===== src/rtl/pipe_ctrl_pkg.sv =====
// Shared types and constants for the pipeline hazard controller.
// Control bundles order enables then flushes, upstream to downstream.
package pipe_ctrl_pkg;

    typedef enum logic [1:0] {
        IDLE = 2'd0,
        WAIT = 2'd1,
        ERR  = 2'd2
    } state_t;

    localparam int TIMEOUT_DEFAULT = 255;

    typedef struct packed {
        logic pc_en;
        logic ifid_en;
        logic idexe_en;
        logic exemem_en;
        logic memwb_en;
        logic ifid_flush;
        logic idexe_flush;
        logic exemem_flush;
        logic memwb_flush;
    } ctrl_t;

    localparam ctrl_t CTRL_NORMAL   = 9'b11111_0000;
    localparam ctrl_t CTRL_HALT     = 9'b00000_1111;
    localparam ctrl_t CTRL_MEMSTALL = 9'b00001_0001;
    localparam ctrl_t CTRL_REDIRECT = 9'b11111_1100;
    localparam ctrl_t CTRL_LOADUSE  = 9'b00111_0100;

endpackage


===== src/rtl/dmem_wait_fsm.sv =====
// Data-memory wait tracker: IDLE/WAIT/ERR with a bounded wait counter.
// ERR is sticky until reset.
module dmem_wait_fsm
    import pipe_ctrl_pkg::*;
#(
    parameter int TIMEOUT = TIMEOUT_DEFAULT
) (
    input  logic clk,
    input  logic reset,
    input  logic mem_req,
    input  logic dmem_ready,
    output logic stall,
    output logic err
);

    localparam int CW = (TIMEOUT < 2) ? 1 : $clog2(TIMEOUT);
    localparam logic [CW-1:0] LAST = CW'(TIMEOUT - 1);

    state_t        state;
    logic [CW-1:0] cnt;

    assign stall = (state != ERR) && mem_req && !dmem_ready;

    always_ff @(posedge clk or posedge reset) begin
        if (reset) begin
            state <= IDLE;
            cnt   <= '0;
            err   <= 1'b0;
        end else begin
            unique case (state)
                IDLE: begin
                    if (mem_req && !dmem_ready) begin
                        state <= WAIT;
                        cnt   <= '0;
                    end
                end
                WAIT: begin
                    // A withdrawn request ends the wait just like completion.
                    if (!mem_req || dmem_ready) begin
                        state <= IDLE;
                    end else if (cnt == LAST) begin
                        state <= ERR;
                        err   <= 1'b1;
                    end else begin
                        cnt <= cnt + 1'b1;
                    end
                end
                ERR: begin
                    state <= ERR;
                    err   <= 1'b1;
                end
                default: begin
                    state <= IDLE;
                end
            endcase
        end
    end

endmodule


===== src/rtl/pipe_hazard_ctrl.sv =====
// Pipeline hazard controller: memory stall, redirect and load-use arbitration.
// Optional stall-cycle counter enabled by PERF_CNT_EN.
module pipe_hazard_ctrl
    import pipe_ctrl_pkg::*;
#(
    parameter int TIMEOUT = TIMEOUT_DEFAULT
) (
    input  logic       clk,
    input  logic       reset,
    input  logic [4:0] id_rs1_addr,
    input  logic [4:0] id_rs2_addr,
    input  logic       id_rs1_use,
    input  logic       id_rs2_use,
    input  logic [4:0] exe_rd_addr,
    input  logic       exe_memread,
    input  logic       exe_redirect,
    input  logic       mem_req,
    input  logic       dmem_ready,
    output logic       pc_en,
    output logic       ifid_en,
    output logic       idexe_en,
    output logic       exemem_en,
    output logic       memwb_en,
    output logic       ifid_flush,
    output logic       idexe_flush,
    output logic       exemem_flush,
    output logic       memwb_flush,
    output logic       dmem_err
`ifdef PERF_CNT_EN
    ,
    output logic [31:0] stall_cycles
`endif
);

    logic  mem_stall;
    logic  load_use;
    ctrl_t ctrl;

    dmem_wait_fsm #(
        .TIMEOUT(TIMEOUT)
    ) u_wait (
        .clk       (clk),
        .reset     (reset),
        .mem_req   (mem_req),
        .dmem_ready(dmem_ready),
        .stall     (mem_stall),
        .err       (dmem_err)
    );

    assign load_use = exe_memread && (exe_rd_addr != 5'd0) &&
                      ((id_rs1_use && (id_rs1_addr == exe_rd_addr)) ||
                       (id_rs2_use && (id_rs2_addr == exe_rd_addr)));

    always_comb begin
        ctrl = CTRL_NORMAL;
        if (reset || dmem_err) begin
            ctrl = CTRL_HALT;
        end else if (mem_stall) begin
            ctrl = CTRL_MEMSTALL;
        end else if (exe_redirect) begin
            ctrl = CTRL_REDIRECT;
        end else if (load_use) begin
            ctrl = CTRL_LOADUSE;
        end
    end

    assign pc_en        = ctrl.pc_en;
    assign ifid_en      = ctrl.ifid_en;
    assign idexe_en     = ctrl.idexe_en;
    assign exemem_en    = ctrl.exemem_en;
    assign memwb_en     = ctrl.memwb_en;
    assign ifid_flush   = ctrl.ifid_flush;
    assign idexe_flush  = ctrl.idexe_flush;
    assign exemem_flush = ctrl.exemem_flush;
    assign memwb_flush  = ctrl.memwb_flush;

`ifdef PERF_CNT_EN
    always_ff @(posedge clk or posedge reset) begin
        if (reset) begin
            stall_cycles <= '0;
        end else if (!pc_en && !dmem_err) begin
            stall_cycles <= stall_cycles + 32'd1;
        end
    end
`endif

endmodule


===== config.mk =====
export PLATFORM = sky130hd
export DESIGN_NAME = pipe_hazard_ctrl
export DESIGN_NICKNAME = d
export VERILOG_FILES = /design/src/rtl/pipe_ctrl_pkg.sv /design/src/rtl/dmem_wait_fsm.sv /design/src/rtl/pipe_hazard_ctrl.sv
export SDC_FILE = /design/constraint.sdc
export NUM_CORES = 1
export LEC_CHECK = 0
export BUFFER_PORTS_ARGS = -buffer_cell sky130_fd_sc_hd__buf_4
export CORE_MARGIN = 1
export CORE_UTILIZATION = 46
export DETAILED_ROUTE_END_ITERATION = 7
export GPL_TIMING_DRIVEN = 0
export PLACE_DENSITY = 0.84
export SLEW_MARGIN = 20
export SYNTH_ARGS = -nofsm -noshare
export SYNTH_HDL_FRONTEND = slang
export SYNTH_HIERARCHICAL = 1
export SYNTH_SLANG_ARGS = --single-unit

===== constraint.sdc =====
create_clock -name clk -period 1.9 [get_ports clk]
set_input_delay 0.19 -clock clk [delete_from_list [all_inputs] [get_ports clk]]
set_output_delay 0.19 -clock clk [all_outputs]
set_load 0.01 [all_outputs]

==> summary.md <==
| Metric | Value |
|---|---|
| 1st-iter DRT viols | 9 |
| Run status | completed |
| Post-synth EDFFs | 0 |
| Routed Antenna Nets | 0 |
| FF-to-FF Start | u_wait/state[1] |
| Flop2flop setup slack | 120 ps |
| Most frequent cells in the layout | buf_4 (35), dfrtp_1 (11), xor2_1 (8) |
| Area delta synth->final | 41.02% |
| Clock power share | 0.273 |
| Vias | 745 |
| Die X | 43.36 um |
| DIE AREA | 1880 sq um |
| Hold Crit Class | in2async |
| Final Max Slew Viols | 0 |
| RSZ-0062 raised after global routing | false |
| CP top delay family | simple AND/OR/NAND/NOR gates |
| Clk_skew | 0.9797 ps |
| Fin nets | 148 |
| Tcrit/Tclk final | 0.9416 |
| Total power | approximately 0.00057 W |
| Placed Instances | ~130 |
| Initial Util | 0.5048 |
| Setup crit end | pc_en |
| WS Path Type | reg2out |
| Pre-antenna DRT Iters | 4 |
| LEAKAGE | roughly 0.50 nW |
| Period minus WS final | between 1500 and 2000 ps |
| Crit end category | output port |
| Clk pin slew, worst setup/hold paths | 70 ps |
| Net switching power | approximately 0.00016 W |
| CP Data Arrival Time | 1600 ps |
| Routed wire length | 1860 um |
| Max H-tree Level | 1 |
| Clk_lat worst skew | 260 ps |
| Ys flop type | dfrtp_1 |
| PD cells | 512.1 nW/um^2 |
| Crit path top cell by count | buf_4 |
| WL per Instance | 13.48 um |
| Non-filler instance count after layout | 138 |
| CTS tree | done |
| Seq/Total Area, Yosys | 0.3498 |
| Antenna cells | 0 |
| Crit-path max FO | 7 |
| VDD IR max | 317.0 uV |
| All-Layer GR Usage | 0.2257 |
| Via density | 5.399 |
| Setup Viol. Count Final | 0 |
| Die height | 43.36 um |
| Worst R2R End | u_wait/cnt[6] |
| P_int | 0.0004120 W |
| CTS Buffer Depth | 2 |
| Area of the mapped netlist | 787.0 sq um |
| Critical path startpoint category | flip-flop |
| Final Hold Viols | 0 |
| Crit-path cells | nor2b_2, nor3b_4, nor2_2, o31a_1, buf_4, buf_4 |
| IO Port Bufs | 32 |
| I/O pin cnt | 33 |
| MaxCap Viol Count | 0 |
| Worst Path Required | 1710 ps |
| Post-DP HPWL | approximately 1500 um |
| Core area | 1559 sq um |
| Initial antenna violation count | 0 |
| Synth unique cells | 37 |
| Drt drc | 0 |
| Worst-case reg-to-reg path depth | 5 |
| Clock root buffer | clkbuf_4 |
| Crit. Startpoint | u_wait/state[0] |
| Relative slew slack | 0.7184 |
| Vias in the first global route | slightly below 800 |
| Layout cell share with drive strength beyond 1 | 0.4180 |
| First-pass GRT wire length | approximately 3200 um |
| Gate power share | 0.268 |
| Fill count | approximately 110 |
| GRT overflow | 0 |
| CP max-delay cell | dfrtp_1 |
| TNS Setup | 0 ps |
| Crit path depth | 6 |
| Post-synthesis cell count | 84 |
| Asr flop ratio synth | 1.000 |
| Sequential power share | 0.459 |
| Buf/Inv on CP | 2 |
| Post-Synthesis Net Count | 109 |
| GPL Wtd Cong | 0.8543 |
| Worst slew pin tran | 422.4 ps |
| Switching share of power | 0.2752 |
| Syn avg cell area | around 9.4 sq um |
| CP peak stage delay | 470 ps |
| CTS Buf Count | 3 |
| Clock sink total | 11 |
| Yosys synthesis warning count | 6 |
| Row Count | 14 |
| Commonest non-fill, non-tap cell in the layout | buf_4 |
| Largest net degree at the start of global routing | 12 |
| FF+latch count, synth | 11 |
| Max Clk Rate | 559.0 MHz |
state kept, by name, indices dropped and copies added, names as in the netlist:
register	cells
u_wait/cnt	8
u_wait/err	1
u_wait/state	2
cells by family after synthesis:
logic type	after synthesis	share of synthesized area
XOR/XNOR	10	0.1113
adder cells (fa/ha/maj)	2	0.03179
buffers and inverters	10	0.05881
flip-flops	11	0.3498
AND/OR/NAND/NOR	30	0.2210
AO/OA/AOI/OAI	21	0.2273
per-layer routing:
| layer | up-vias | track usage | share of wire |
|---|---|---|---|
| met4 | 0 | 0.09375 | 0.0065 |
| met1 | 349 | 0.2751 | 0.41 |
| li1 | 377 | - | - |
| met2 | 17 | 0.4030 | 0.55 |
| met5 | - | 0 | 0 |
| met3 | 2 | 0.02500 | 0.032 |
area by class of cell:
type	instances	area, sq um	share of cell area
well taps	16	20.02	0.01804
plain buffers	4	23.77	0.02142
clock buffers	4	26.28	0.02368
inverters	6	22.52	0.02029
flip-flops and latches	11	275.3	0.2480
multi-input cells	63	484.2	0.4363
repair buffers	34	257.7	0.2322
worst reg2reg max path: stages (launching register included):
cell	delay, ps
dfrtp_1	410
or3b_1	400
o21bai_1	200
or2_0	230
buf_2	180
o41ai_2	270
synth_stat cells (all sizes together) (3+ instances only):
cell	count	area [sq um]
inv	6	22.52
nor2	3	11.26
o41ai	3	48.80
nand2	6	22.52
o21ai	8	43.79
buf	3	20.01
dfrtp	11	275.3
xor2	8	70.07
nand3	3	15.01
power by group through the flow:
| stage | Clock, W | Combinational, W | Sequential [W] |
|---|---|---|---|
| 3_3_place_gp | 0 | 0.000144 | 0.000264 |
| 6_report | 0.000155 | 0.000152 | 0.000261 |
| 4_1_cts | 0.000161 | 0.000151 | 0.000260 |
| 2_1_floorplan | 0 | 0.0000714 | 0.000263 |
| 3_5_place_dp | 0 | 0.000148 | 0.000265 |
| 5_1_grt | 0.000176 | 0.000169 | 0.000263 |
what timing repair did:
item | 4_1_cts | 5_1_grt
hold endpoints to repair | 11 | 0
setup buffers | 0 | 1
gates resized for setup | 2 | 3
hold buffers | 1 | 0
setup endpoints to repair | 2 | 3
per-stage QoR:
step,cell area [sq um],worst slack [ps],utilization,hold slack (ps)
final,1110,111.0,0.7119,473.7
after global routing,1110,9.362,0.7119,504.1
after CTS,1091,40.32,0.6998,482.4
after detailed placement,1047,167.6,0.6718,219.5
after global placement,1047,185.2,0.6718,208.7
after floorplan,787.0,161.3,-,42.44
worst min-delay path by stage:
stage / end / cells after the start / slack (ps) / startpoint
floorplan: u_wait/cnt[0] / 1 / 40 / reset
global placement: u_wait/err / 2 / 210 / reset
detailed placement: u_wait/err / 2 / 220 / reset
CTS: u_wait/cnt[1] / 3 / 480 / reset
global route: u_wait/cnt[3] / 3 / 500 / reset
finish: u_wait/cnt[3] / 3 / 470 / reset
Power figures use the tool's default switching activity.
